File: src/rtl/pm_arbiter_if.sv
// pm_arbiter_if: bundles the fetch, data and program-memory handshake
// signals of pm_arbiter. The slave modport is the arbiter's view; the master
// modport is the view of the environment (fetch unit, load unit and PM).
interface pm_arbiter_if #(
  parameter int XLEN = 32
);
  // Fetch requester
  logic            f_req_i;
  logic [XLEN-1:0] f_addr_i;
  logic            f_gnt_o;
  logic            f_flush_i;
  logic            f_rvalid_o;
  logic [XLEN-1:0] f_rdata_o;

  // Data / vector load requester
  logic            d_req_i;
  logic [XLEN-1:0] d_addr_i;
  logic            d_gnt_o;
  logic            d_rvalid_o;
  logic [XLEN-1:0] d_rdata_o;

  // Program-memory read port
  logic            pm_rd_o;
  logic [XLEN-1:0] pm_addr_o;
  logic            pm_ready_i;
  logic            pm_rvalid_i;
  logic [XLEN-1:0] pm_rdata_i;

  modport slave (
    input  f_req_i, f_addr_i, f_flush_i,
    input  d_req_i, d_addr_i,
    input  pm_ready_i, pm_rvalid_i, pm_rdata_i,
    output f_gnt_o, f_rvalid_o, f_rdata_o,
    output d_gnt_o, d_rvalid_o, d_rdata_o,
    output pm_rd_o, pm_addr_o
  );

  modport master (
    output f_req_i, f_addr_i, f_flush_i,
    output d_req_i, d_addr_i,
    output pm_ready_i, pm_rvalid_i, pm_rdata_i,
    input  f_gnt_o, f_rvalid_o, f_rdata_o,
    input  d_gnt_o, d_rvalid_o, d_rdata_o,
    input  pm_rd_o, pm_addr_o
  );
endinterface

File: src/rtl/pm_arbiter.sv
// pm_arbiter: shares the single program-memory read port between the
// instruction fetch unit and the data/vector load requester.
//
// Requests are arbitrated every cycle; each accepted read pushes a tag
// {src, discard} into an in-order FIFO of depth MAX_OUT, and each PM
// response pops the head tag to route the data back to its originator.
// A fetch flush marks every in-flight fetch tag as discarded so the stale
// fetch responses are silently dropped when they return.
//
// Optional feature macro PM_ARB_RR_EN:
//   defined     -> round-robin between fetch and data using a `last` register
//   not defined -> fixed priority, data always wins over fetch
module pm_arbiter #(
  parameter int XLEN    = 32,
  parameter int MAX_OUT = 4    // power of two, >= 2
) (
  input  logic                       clk_i,
  input  logic                       rst_i,
  pm_arbiter_if.slave                bus,
  output logic [$clog2(MAX_OUT):0]   outstanding_o,
  output logic                       err_o
);

  localparam int PTR_W = $clog2(MAX_OUT);
  localparam int CNT_W = PTR_W + 1;
  localparam logic [CNT_W-1:0] FULL_CNT = CNT_W'(MAX_OUT);

  typedef enum logic {
    SRC_FETCH = 1'b0,
    SRC_DATA  = 1'b1
  } src_e;

  typedef struct packed {
    src_e src;
    logic discard;
  } tag_t;

  localparam tag_t TAG_RESET = '{src: SRC_DATA, discard: 1'b0};

  // Registered state
  tag_t             fifo_q [MAX_OUT];
  tag_t             fifo_d [MAX_OUT];
  logic [PTR_W-1:0] wr_ptr_q, wr_ptr_d;
  logic [PTR_W-1:0] rd_ptr_q, rd_ptr_d;
  logic [CNT_W-1:0] cnt_q, cnt_d;
  logic             err_q, err_d;
`ifdef PM_ARB_RR_EN
  src_e             last_q, last_d;
`endif

  // Combinational arbitration / routing signals
  logic             f_elig, d_elig;
  logic             win_fetch, win_data;
  logic             full, empty;
  logic             pm_rd;
  logic [XLEN-1:0]  pm_addr;
  logic             f_gnt, d_gnt;
  logic             push, pop;
  tag_t             head;
  logic             f_rvalid, d_rvalid;

  // Request eligibility, winner selection and grant generation
  always_comb begin
    // NOTE: every signal gets a default before any branch so no path leaves
    // it unassigned; an unassigned path would infer a latch.
    f_elig  = bus.f_req_i & ~bus.f_flush_i;
    d_elig  = bus.d_req_i;
`ifdef PM_ARB_RR_EN
    // On a tie the requester that was not granted last wins.
    win_fetch = f_elig & (~d_elig | (last_q == SRC_DATA));
`else
    // Fixed priority: fetch only wins when data is not asking.
    win_fetch = f_elig & ~d_elig;
`endif
    win_data = d_elig & ~win_fetch;
    // Full uses registered occupancy, so a same-cycle pop never frees a slot.
    full     = (cnt_q == FULL_CNT);
    pm_rd    = (f_elig | d_elig) & ~full;
    pm_addr  = '0;
    if (win_fetch) begin
      pm_addr = bus.f_addr_i;
    end else if (win_data) begin
      pm_addr = bus.d_addr_i;
    end
    f_gnt = win_fetch & pm_rd & bus.pm_ready_i;
    d_gnt = win_data  & pm_rd & bus.pm_ready_i;
    push  = f_gnt | d_gnt;
  end

  // Response routing from the head tag, zero added latency
  always_comb begin
    empty    = (cnt_q == '0);
    head     = fifo_q[rd_ptr_q];
    pop      = bus.pm_rvalid_i & ~empty;
    // A fetch response popped in a flush cycle is stale as well.
    f_rvalid = pop & (head.src == SRC_FETCH) & ~head.discard & ~bus.f_flush_i;
    d_rvalid = pop & (head.src == SRC_DATA);
  end

  // Next-state for tag FIFO, pointers, occupancy, error flag and `last`
  always_comb begin
    fifo_d = fifo_q;
    // Flush marks every fetch tag; invalid slots are overwritten on push.
    if (bus.f_flush_i) begin
      for (int i = 0; i < MAX_OUT; i++) begin
        if (fifo_q[i].src == SRC_FETCH) begin
          fifo_d[i].discard = 1'b1;
        end
      end
    end
    // Push after the flush marking so a freshly granted tag is never discarded.
    if (push) begin
      fifo_d[wr_ptr_q] = '{src: (f_gnt ? SRC_FETCH : SRC_DATA), discard: 1'b0};
    end
    // Pointers are PTR_W wide, so they wrap modulo MAX_OUT by themselves.
    wr_ptr_d = wr_ptr_q + PTR_W'(push);
    rd_ptr_d = rd_ptr_q + PTR_W'(pop);
    cnt_d    = cnt_q + CNT_W'(push) - CNT_W'(pop);
    // A response with nothing outstanding is a protocol error; it sticks.
    err_d    = err_q | (bus.pm_rvalid_i & empty);
`ifdef PM_ARB_RR_EN
    last_d = last_q;
    if (f_gnt) begin
      last_d = SRC_FETCH;
    end else if (d_gnt) begin
      last_d = SRC_DATA;
    end
`endif
  end

  // State registers with asynchronous active-high reset
  always_ff @(posedge clk_i or posedge rst_i) begin
    // NOTE: sequential state uses non-blocking assignments so every register
    // samples its _d value from before the edge, independent of statement order.
    if (rst_i) begin
      // NOTE: the tag storage is reset too; it is only MAX_OUT two-bit entries
      // and a defined value keeps the flush marking free of X propagation.
      for (int i = 0; i < MAX_OUT; i++) begin
        fifo_q[i] <= TAG_RESET;
      end
      wr_ptr_q <= '0;
      rd_ptr_q <= '0;
      cnt_q    <= '0;
      err_q    <= 1'b0;
`ifdef PM_ARB_RR_EN
      last_q   <= SRC_DATA;
`endif
    end else begin
      for (int i = 0; i < MAX_OUT; i++) begin
        fifo_q[i] <= fifo_d[i];
      end
      wr_ptr_q <= wr_ptr_d;
      rd_ptr_q <= rd_ptr_d;
      cnt_q    <= cnt_d;
      err_q    <= err_d;
`ifdef PM_ARB_RR_EN
      last_q   <= last_d;
`endif
    end
  end

  // Outputs
  assign bus.f_gnt_o    = f_gnt;
  assign bus.d_gnt_o    = d_gnt;
  assign bus.pm_rd_o    = pm_rd;
  assign bus.pm_addr_o  = pm_addr;
  assign bus.f_rvalid_o = f_rvalid;
  assign bus.d_rvalid_o = d_rvalid;
  assign bus.f_rdata_o  = bus.pm_rdata_i;
  assign bus.d_rdata_o  = bus.pm_rdata_i;
  assign outstanding_o  = cnt_q;
  assign err_o          = err_q;

endmodule

File: src/flat_wrapper.sv
// flat-port wrapper written by rule: the top's interface ports become plain ports
module pm_arbiter_flat 
#(
  parameter int XLEN    = 32,
  parameter int MAX_OUT = 4                         
)
  (clk_i, rst_i, outstanding_o, err_o, bus_f_req_i, bus_f_addr_i, bus_f_flush_i, bus_d_req_i, bus_d_addr_i, bus_pm_ready_i, bus_pm_rvalid_i, bus_pm_rdata_i, bus_f_gnt_o, bus_f_rvalid_o, bus_f_rdata_o, bus_d_gnt_o, bus_d_rvalid_o, bus_d_rdata_o, bus_pm_rd_o, bus_pm_addr_o);
  pm_arbiter_if #(.XLEN(XLEN)) bus_i ();
  input  logic clk_i;
  input  logic rst_i;
  output logic [$clog2(MAX_OUT):0] outstanding_o;
  output logic err_o;
  input wire logic [$bits(bus_i.f_req_i)-1:0] bus_f_req_i;
  input wire logic [$bits(bus_i.f_addr_i)-1:0] bus_f_addr_i;
  input wire logic [$bits(bus_i.f_flush_i)-1:0] bus_f_flush_i;
  input wire logic [$bits(bus_i.d_req_i)-1:0] bus_d_req_i;
  input wire logic [$bits(bus_i.d_addr_i)-1:0] bus_d_addr_i;
  input wire logic [$bits(bus_i.pm_ready_i)-1:0] bus_pm_ready_i;
  input wire logic [$bits(bus_i.pm_rvalid_i)-1:0] bus_pm_rvalid_i;
  input wire logic [$bits(bus_i.pm_rdata_i)-1:0] bus_pm_rdata_i;
  output wire logic [$bits(bus_i.f_gnt_o)-1:0] bus_f_gnt_o;
  output wire logic [$bits(bus_i.f_rvalid_o)-1:0] bus_f_rvalid_o;
  output wire logic [$bits(bus_i.f_rdata_o)-1:0] bus_f_rdata_o;
  output wire logic [$bits(bus_i.d_gnt_o)-1:0] bus_d_gnt_o;
  output wire logic [$bits(bus_i.d_rvalid_o)-1:0] bus_d_rvalid_o;
  output wire logic [$bits(bus_i.d_rdata_o)-1:0] bus_d_rdata_o;
  output wire logic [$bits(bus_i.pm_rd_o)-1:0] bus_pm_rd_o;
  output wire logic [$bits(bus_i.pm_addr_o)-1:0] bus_pm_addr_o;
  assign bus_i.f_req_i = bus_f_req_i;
  assign bus_i.f_addr_i = bus_f_addr_i;
  assign bus_i.f_flush_i = bus_f_flush_i;
  assign bus_i.d_req_i = bus_d_req_i;
  assign bus_i.d_addr_i = bus_d_addr_i;
  assign bus_i.pm_ready_i = bus_pm_ready_i;
  assign bus_i.pm_rvalid_i = bus_pm_rvalid_i;
  assign bus_i.pm_rdata_i = bus_pm_rdata_i;
  assign bus_f_gnt_o = bus_i.f_gnt_o;
  assign bus_f_rvalid_o = bus_i.f_rvalid_o;
  assign bus_f_rdata_o = bus_i.f_rdata_o;
  assign bus_d_gnt_o = bus_i.d_gnt_o;
  assign bus_d_rvalid_o = bus_i.d_rvalid_o;
  assign bus_d_rdata_o = bus_i.d_rdata_o;
  assign bus_pm_rd_o = bus_i.pm_rd_o;
  assign bus_pm_addr_o = bus_i.pm_addr_o;
  pm_arbiter #(.XLEN(XLEN), .MAX_OUT(MAX_OUT)) u_core (.clk_i(clk_i), .rst_i(rst_i), .bus(bus_i), .outstanding_o(outstanding_o), .err_o(err_o));
endmodule
File: config.mk
export PLATFORM = sky130hd
export DESIGN_NAME = pm_arbiter_flat
export DESIGN_NICKNAME = d
export VERILOG_FILES = /design/src/rtl/pm_arbiter_if.sv /design/src/rtl/pm_arbiter.sv /design/src/flat_wrapper.sv
export SDC_FILE = /design/constraint.sdc
export NUM_CORES = 1
export LEC_CHECK = 0
export BUFFER_PORTS_ARGS = -buffer_cell sky130_fd_sc_hd__buf_2
export CELL_PAD_IN_SITES_DETAIL_PLACEMENT = 1
export CELL_PAD_IN_SITES_GLOBAL_PLACEMENT = 1
export CORE_AREA = 2 2 97 99
export DETAILED_ROUTE_END_ITERATION = 10
export DIE_AREA = 0 0 99 101
export GPL_TIMING_DRIVEN = 0
export PLACE_DENSITY = 0.75
export SYNTH_ARGS = -nofsm -noshare
export SYNTH_HDL_FRONTEND = slang
export SYNTH_SLANG_ARGS = --single-unit
File: constraint.sdc
create_clock -name clk_i -period 1.95 [get_ports clk_i]
set_input_delay 0.0975 -clock clk_i [delete_from_list [all_inputs] [get_ports clk_i]]
set_output_delay 0.0975 -clock clk_i [all_outputs]
set_load 0.02 [all_outputs]
==> Word-level counts from Yosys, hierarchy flattened <==
Cells that the tools add are included.
{ "totals": {"input_bits": 103, "ff_bits": 16, "wordCells": 66} }
{ "op_classes": {"n_bitwise": 26, "mux": 18, "n_reduce_logical": 2, "add_sub_neg": 4, "n_eq_ne": 1, "n_lt_le_gt_ge": 3} }
{ "ops": {"columns": ["op", "n"], "rows": [
  ["32-bit two-way mux", 2],
  ["1-bit AND", 14],
  ["1-bit two-way mux", 9],
  ["8-bit bitwise mux", 1],
  ["7-bit two-way mux", 1],
  ["1-bit NOT", 7],
  ["3-bit >= comparator, second input constant", 2],
  ["2-bit two-way mux", 3],
  ["2-bit NOT with 3-bit output", 2],
  ["2-bit by 1-bit adder with 2-bit output", 2],
  ["2-bit binary-select mux with 2-bit select", 1],
  ["2-bit demux with 2-bit select", 1],
  ["3-bit by 1-bit adder with 3-bit output", 1],
  ["3-bit equality test, second input constant", 1],
  ["3-bit zero test", 1],
  ["3-bit by 1-bit less-than comparator with 1-bit output, second input constant", 1],
  ["1-bit OR", 3],
  ["3-bit by 1-bit subtractor with 3-bit output", 1],
  ["1-bit logical AND", 1]
]} }

==> Longest topological paths before layout <==
Gate-level depths: netlist of run 1.
{ "logic_depth": {"word_depth": 10, "mapped_depth": 9, "mapped_depth_nobuf": 9} }

==> Worst setup path before layout of run 1 <==
OpenSTA, ideal clock, no wires.
{ "synth_timing": {"kind": "reg2reg", "start": "register u_core.cnt_q[0] (netlist: u_core.outstanding_o[0])", "end": "register u_core.cnt_q[2] (netlist: u_core.outstanding_o[2])", "required_time_ns": 1.827, "t_arrival_ns": 2.009, "period_less_slack_ns": 2.132, "path_stages_with_launch": 10, "path_buffers": 0, "path_slack_ns": -0.182, "path_cell_list": "dfrtp_1 > nor3_1 > nand2b_1 > inv_1 > ha_1 > inv_1 > ha_1 > fa_1 > xnor2_1 > xnor2_1"} }
{ "synth_via": {"elab_chain_cells": 8, "elab_cells_between_ends": 13} }
{ "synth_lines": {"columns": ["element", "line", "source"], "rows": [
  ["from (decl)", "pm_arbiter.sv:45", "logic [CNT_W-1:0] cnt_q, cnt_d;"],
  ["from (signal assigned)", "pm_arbiter.sv:154", "cnt_q <= cnt_d;"],
  ["3-bit equality test", "pm_arbiter.sv:77", "full = (cnt_q == FULL_CNT);"],
  ["1-bit NOT", "pm_arbiter.sv:78", "pm_rd = (f_elig | d_elig) & ~full;"],
  ["1-bit AND", "pm_arbiter.sv:78", null],
  ["1-bit AND (on tied branches) (2 in series)", "pm_arbiter.sv:85, pm_arbiter.sv:86", null],
  ["1-bit OR", "pm_arbiter.sv:87", "push = f_gnt | d_gnt;"],
  ["3-bit by 1-bit adder with 3-bit output", "pm_arbiter.sv:118", "cnt_d = cnt_q + CNT_W'(push) - CNT_W'(pop);"],
  ["3-bit by 1-bit subtractor with 3-bit output *", "pm_arbiter.sv:118", null],
  ["net u_core.cnt_d[2]", "pm_arbiter.sv:45", null]
]} }
The timed path passes the listed nets; every way through them passes the cells marked *.
A chain may end at the register's enable or synchronous reset.

==> Worst setup path in the final report of run 1 <==
{ "layout_timing": {"start": "register u_core.cnt_q[1] (netlist: u_core.outstanding_o[1])", "end": "register u_core.cnt_q[2] (netlist: u_core.outstanding_o[2])"} }
The elaborated chain is that of the path after synthesis.

==> results of run 1 <==
## report_power, final
part | internal [mW] | leakage (nW) | switching (mW) | total, mW
Sequential | 0.527 | 0.179 | 0.148 | 0.676
Clock | 0.145 | 0.0228 | 0.114 | 0.258
Combinational | 0.678 | 1.45 | 0.658 | 1.34
Total | 1.35 | 1.65 | 0.920 | 2.27
## repair_timing
| action | 4_1_cts | 5_1_grt |
|---|---|---|
| hold buffers | 1 | 0 |
| pin swaps | 5 | 1 |
| setup buffers | 4 | 2 |
| endpoints found under the hold margin | 12 | 0 |
| endpoints found under the setup margin | 1 | 1 |
| resized for setup | 1 | 2 |
## cell families (layout without fill, tap and decap cells)
kind of cell,count (synthesis),after routing,share of synthesized area [%]
AND/OR/NAND/NOR,14,14,5.68
XOR/XNOR,4,4,2.12
multiplexers,6,6,5.14
AO/OA/AOI/OAI,46,46,22.6
adder cells (fa/ha/maj),5,5,4.24
flip-flops,16,16,24.5
buffers and inverters,83,269,35.7
## final cells by class
type,count,share of cell area [%]
buffer,73,19.5
sequential,16,14.4
inverter,10,1.41
timing repair buffer,182,32.8
tap,111,4.89
multi-input combinational,75,25.4
clock buffer,4,1.59
## critical path: cells and delay by family (launching register included)
kind                       cells  cell delay [ns]
and+or+nand+nor                1             0.40
adders and majority gates      2             0.50
xor gates and xnor gates       2             0.26
AOI/OAI and AO/OA              1             0.15
buffers and inverters          1             0.14
DFF                            1             0.44
## layer usage
metal	global-route usage (%)	vias to the layer above
met5	0	-
met4	2.32	0
met3	2.22	6
met2	20.5	93
met1	13.3	869
li1	-	919
## through the flow
stage	cells	instance area [um2]
2_1_floorplan	174	1710
6_report	471	2840
3_3_place_gp	460	2720
5_1_grt	471	2840
4_1_cts	469	2820
3_5_place_dp	460	2720
## cells in the mapped netlist, types with 2 or more instances
master / instances
and3b_1: 2
dfrtp_1: 12
mux4_2: 2
xnor2_1: 2
inv_1: 10
o211ai_1: 3
ha_1: 4
mux2i_1: 4
buf_1: 2
buf_6: 5
a21oi_1: 7
xor2_1: 2
nor2_1: 2
buf_4: 64
dfstp_2: 4
a22o_1: 32
## worst max-delay path by stage
stage,endpoint,slack (ns)
3_5_place_dp,u_core.outstanding_o[2]$_DFF_PP0_,-0.13
2_1_floorplan,u_core.outstanding_o[2]$_DFF_PP0_,-0.08
6_report,u_core.outstanding_o[2]$_DFF_PP0_,-0.05
5_1_grt,u_core.outstanding_o[2]$_DFF_PP0_,-0.10
3_3_place_gp,u_core.outstanding_o[2]$_DFF_PP0_,-0.12
4_1_cts,u_core.outstanding_o[2]$_DFF_PP0_,-0.05
## state kept, by name, summed over array words and instances (netlist names)
register and flops:
u_core.fifo_q 8, u_core.outstanding_o 3, u_core.rd_ptr_q 2, u_core.wr_ptr_q 2
u_core.err_o 1
==> out/metrics.yaml, run 1 <==
critical_path:
  timing.rr.start: "u_core.outstanding_o[1]$_DFF_PP0_"
  r2r_slack_ns: -0.05
  crit_chain: "or3b_4 -> buf_6 -> o211a_4 -> ha_4 -> fa_2 -> xnor2_2 -> xnor2_1"
  slowest_delay_ns: 0.44
  arrival_ns: 2.14
  reg2reg_depth: 7
  cp_data_required_time_ns: 2.09
  worstReg2RegEnd: "u_core.outstanding_o[2]$_DFF_PP0_"
  critical_path.startpoint: "u_core.outstanding_o[1]$_DFF_PP0_"
  start_kind: "register"
  worst-setup-path-type: "reg -> reg"
  crit_slowest_cell: "dfrtp_2"
  critPathCaptureType: "register"
  critPathMaxFanout: 7
floorplan:
  die_w_um: 99
  core_um2: 8980
  rows: 35
  die_area_um2: 10000
  die_y_um: 101
  start_util_pct: 18.4
  pin_count: 208
logic_synthesis:
  synth_top_cell_by_area: "buf_4"
  ys_seq_area_share_pct: 24.5
  ys_async_sr_fraction_pct: 100
  postSynthAreaPerCell_um2: 9.51
  yosysUniqueCellTypes: 33
  synth_edf_count: 0
  synth_ff_type: "dfrtp_1"
  ys_seq_elements: 16
  synth_area_leaders: "buf_4 29%, dfrtp_1 18%, a22o_1 17%"
  syn_area_um2: 1650
  synth_top_area_share_pct: 29.0
  post_synth_inst_count: 174
  synth_nets: 282
  yosys_warnings: 0
clock_network:
  clk_root_buffer_cell: "clkbuf_8"
  cts.clk_slew.worst_paths_ns: 0.07
  numCtsBuffers: 3
  cts_tree: "yes"
  clkSinkCount: 16
  htreeDepth: 1
  clockBufferDepth: 2
  clkLatencyLatePin_ns: 0.25
drt:
  drt_iter0_drc: 14
  met2_wirelength_um: 3560
  m1WireLength_um: 2400
  wl_met3_um: 448
  drc: 0
  routedWlPerCell_um: 13.7
  via_per_inst: 4.01
  top_layer: "met4"
  ant_nets: 0
  finalWirelength_um: 6450
  dr.pass1.iters: 4
  via_count: 1887
layout:
  syn_to_final_growth_pct: 71.6
  register_area_um2: 409
  drive_gt1_share_pct: 76.4
  antenna_cells: 0
  nNetsFinal: 469
  fin_util_pct: 31.6
  final_common_cell: "buf_2"
  fill_cells: 1096
  multi_input_area_um2: 722
  final_cell_mix: "176 x buf_2, 70 x buf_4, 32 x a22o_1"
timing:
  hold_violations: 0
  setup_viol: 1
  worst_pin_slew_ns: 0.605
  relSlewSlack_pct: 59.6
  fin_hold_ws_ns: 0.0957
  layout_min_cycle_time_ns: 2.00
  finalCritPeriodShare_pct: 103
  fmax_ghz: 0.499
  rsz0062_at_grt: "yes"
  finClkSkew_ns: 0.00585
  fin_ws_ns: -0.0521
  finalSetupTns_ns: -0.0521
  drv_slew: 0
outcome:
  status: "complete, but fails checks"
  violations: "negative setup slack"
power_and_ir_drop:
  finalPower_mw: 2.27
  leakage_nw: 1.65
  cellPowerDensity_nw_per_um2: 800
  ir_drop_mv: 0.721
placement:
  dp_hpwl_um: 5630
  io_buffers: 175
  gp_congestion: 0.769
  post-place-ws_ns: -0.131
global_routing:
  grt_first_pass_wirelength_um: 9180
  grt_pass1_vias: 1936
  grt_start_max_net_pins: 17
  track_usage_pct: 11.1
  grt-ovfl-total: 0
  antenna_found_initial: 0
worst_hold_path:
  min_from: "bus_pm_rvalid_i"
  whs_path_depth: 2
  hold_path_end: "u_core.err_o$_DFF_PP0_"
  min_path_type: "in -> reg"
flow_run:
  max_cap_viol_count: 0
Note: power is estimated with default switching activity, not from simulation.
==> run 2: changes to the inputs <==
--- a/config.mk
+++ b/config.mk
@@ -9,10 +9,12 @@
 export CELL_PAD_IN_SITES_DETAIL_PLACEMENT = 1
 export CELL_PAD_IN_SITES_GLOBAL_PLACEMENT = 1
 export CORE_AREA = 2 2 97 99
+export CTS_CLUSTER_SIZE = 14
 export DETAILED_ROUTE_END_ITERATION = 10
 export DIE_AREA = 0 0 99 101
 export GPL_TIMING_DRIVEN = 0
 export PLACE_DENSITY = 0.75
+export RECOVER_POWER = 50
 export SYNTH_ARGS = -nofsm -noshare
 export SYNTH_HDL_FRONTEND = slang
 export SYNTH_SLANG_ARGS = --single-unit
==> out/metrics.yaml, run 2 (synthesis gave the netlist of run 1 again) <==
critical_path:
  crit_chain: "or3b_4 -> buf_6 -> o211a_4 -> ha_4 -> fa_2 -> xnor2_2 -> xnor2_1"  # unchanged
  worst-setup-path-type: "reg -> reg"  # unchanged
  arrival_ns: 2.14  # about the same
  cp_data_required_time_ns: 2.09  # about the same
  cp.depth: 7  # unchanged
  critPathMaxFanout: 7  # unchanged
  crit_family: "adder cells"  # unchanged
  cp_num_buf_inv: 1  # unchanged
  slowest_delay_ns: 0.44  # about the same
  reg2reg_depth: 7  # unchanged
  start_kind: "register"  # unchanged
  crit_slowest_cell: "dfrtp_2"  # unchanged
  critPathCaptureType: "register"  # unchanged
layout:
  antenna_cells: 0  # unchanged
  final_common_cell: "buf_2"  # unchanged
  largest_register_ffs: 8  # unchanged
  final_cell_mix: "111 x buf_2, 70 x buf_4, 67 x clkbuf_1"  # was 176 x buf_2, 70 x buf_4, 32 x a22o_1
  design_area_um2: 2760  # was 2840 um2
  syn_to_final_growth_pct: 66.7  # was 71.6%
  drive_gt1_share_pct: 58.3  # was 76.4%
  top_register: "u_core.fifo_q"  # unchanged
  fin_util_pct: 30.7  # was 31.6%
  nNetsFinal: 469  # unchanged
drt:
  drc: 0  # unchanged
  via_count: 1887  # unchanged
  finalWirelength_um: 6500  # was 6450 um
  ant_nets: 0  # unchanged
  via_per_inst: 4.01  # unchanged
  routedWlPerCell_um: 13.8  # was 13.7 um
  drt_iter0_drc: 16  # was 14
  dr.pass1.iters: 4  # unchanged
timing:
  layout_min_cycle_time_ns: 2.00  # unchanged
  worst_pin_slew_ns: 0.605  # unchanged
  fmax_ghz: 0.499  # unchanged
  hold_violations: 0  # unchanged
  drv_slew: 0  # unchanged
  finalSetupTns_ns: -0.0521  # unchanged
  fin_ws_ns: -0.0521  # unchanged
  rsz0062_at_grt: "yes"  # unchanged
  relSlewSlack_pct: 59.6  # unchanged
  setup_viol: 1  # unchanged
  fin_hold_ws_ns: 0.0957  # about the same
  finClkSkew_ns: 0.00585  # unchanged
  finalCritPeriodShare_pct: 103  # unchanged
global_routing:
  grt-ovfl-total: 0  # unchanged
  track_usage_pct: 11.1  # unchanged
  antenna_found_initial: 0  # unchanged
  grt_start_max_net_pins: 17  # unchanged
  grt_pass1_vias: 1936  # unchanged
  grt_first_pass_wirelength_um: 9180  # unchanged
floorplan:
  die_y_um: 101  # unchanged
  pin_count: 208  # unchanged
  core_um2: 8980  # unchanged
  start_util_pct: 18.4  # unchanged
  die_w_um: 99  # unchanged
  rows: 35  # unchanged
  die_area_um2: 10000  # unchanged
clock_network:
  htreeDepth: 1  # unchanged
  clockBufferDepth: 2  # unchanged
  clkSinkCount: 16  # unchanged
  cts.clk_slew.worst_paths_ns: 0.07  # about the same
  clk_root_buffer_cell: "clkbuf_8"  # unchanged
  numCtsBuffers: 3  # unchanged
  clkLatencyLatePin_ns: 0.25  # about the same
  cts_tree: "yes"  # unchanged
worst_hold_path:
  whs_path_depth: 2  # unchanged
  min_path_type: "in -> reg"  # unchanged
power_and_ir_drop:
  finalPower_mw: 2.25  # was 2.27 mW
  ir_drop_mv: 0.721  # about the same
  leakage_nw: 1.47  # was 1.65 nW
  cellPowerDensity_nw_per_um2: 816  # was 800 nW/um2
placement:
  io_buffers: 175  # unchanged
  gp_congestion: 0.769  # unchanged
  place_area_um2: 2720  # unchanged
  dp_hpwl_um: 5630  # unchanged
outcome:
  status: "complete, but fails checks"  # unchanged
  violations: "negative setup slack"  # unchanged
flow_run:
  max_cap_viol_count: 0  # unchanged
[run 2: repair_timing]
action                                  CTS  global route
hold buffers                              1             0
hold endpoints to repair                 12             0
resized for setup                         1             2
pin swaps                                 5             1
buffers inserted                          4             2
endpoints found under the setup margin    1             1
[run 2: path summary, 6_finish.rpt]
kind / start / endpoint / slack, ns
worst max-delay path: u_core.outstanding_o[1]$_DFF_PP0_ / u_core.outstanding_o[2]$_DFF_PP0_ / -0.05
worst min-delay path: bus_pm_rvalid_i / u_core.err_o$_DFF_PP0_ / 0.1
worst max register to register: u_core.outstanding_o[1]$_DFF_PP0_ / u_core.outstanding_o[2]$_DFF_PP0_ / -0.05
worst min register to register: u_core.err_o$_DFF_PP0_ / u_core.err_o$_DFF_PP0_ / 0.46
max in group asynchronous: rst_i / u_core.outstanding_o[0]$_DFF_PP0_ / 1.07
min in group asynchronous: rst_i / u_core.err_o$_DFF_PP0_ / 0.46
[run 2: metrics by stage]
step	setup WS, ns	cells
2_1_floorplan	-0.0830	174
5_1_grt	-0.104	471
3_5_place_dp	-0.131	460
3_3_place_gp	-0.123	460
4_1_cts	-0.0456	469
6_report	-0.0521	471
[run 2: cell type report]
type	count	area, um2
Tap cell	111	139
Inverter	10	40.0
Multi-Input combinational cell	75	722
Clock buffer	4	45.0
Timing Repair Buffer	182	850
Sequential cell	16	409
Fill cell	1120	6220
Buffer	73	553
[run 2: worst register-to-register path, cell delays in order, from the launching register on]
cell and delay [ns]:
dfrtp_2 0.44, or3b_4 0.40, buf_6 0.14, o211a_4 0.15
ha_4 0.16, fa_2 0.34, xnor2_2 0.14, xnor2_1 0.12
[run 2: layer usage]
metal | wire length, um | up-vias | track usage [%]
met5 | 0 | - | 0
met1 | 2430 | 869 | 13.3
li1 | - | 919 | -
met3 | 476 | 6 | 2.22
met2 | 3550 | 93 | 20.5
met4 | 44 | 0 | 2.32
[run 2: power breakdown]
| part | switching (mW) | internal (mW) | total (mW) |
|---|---|---|---|
| registers | 0.149 | 0.527 | 0.676 |
| clock network | 0.114 | 0.145 | 0.258 |
| logic | 0.661 | 0.656 | 1.32 |
| total | 0.924 | 1.33 | 2.25 |
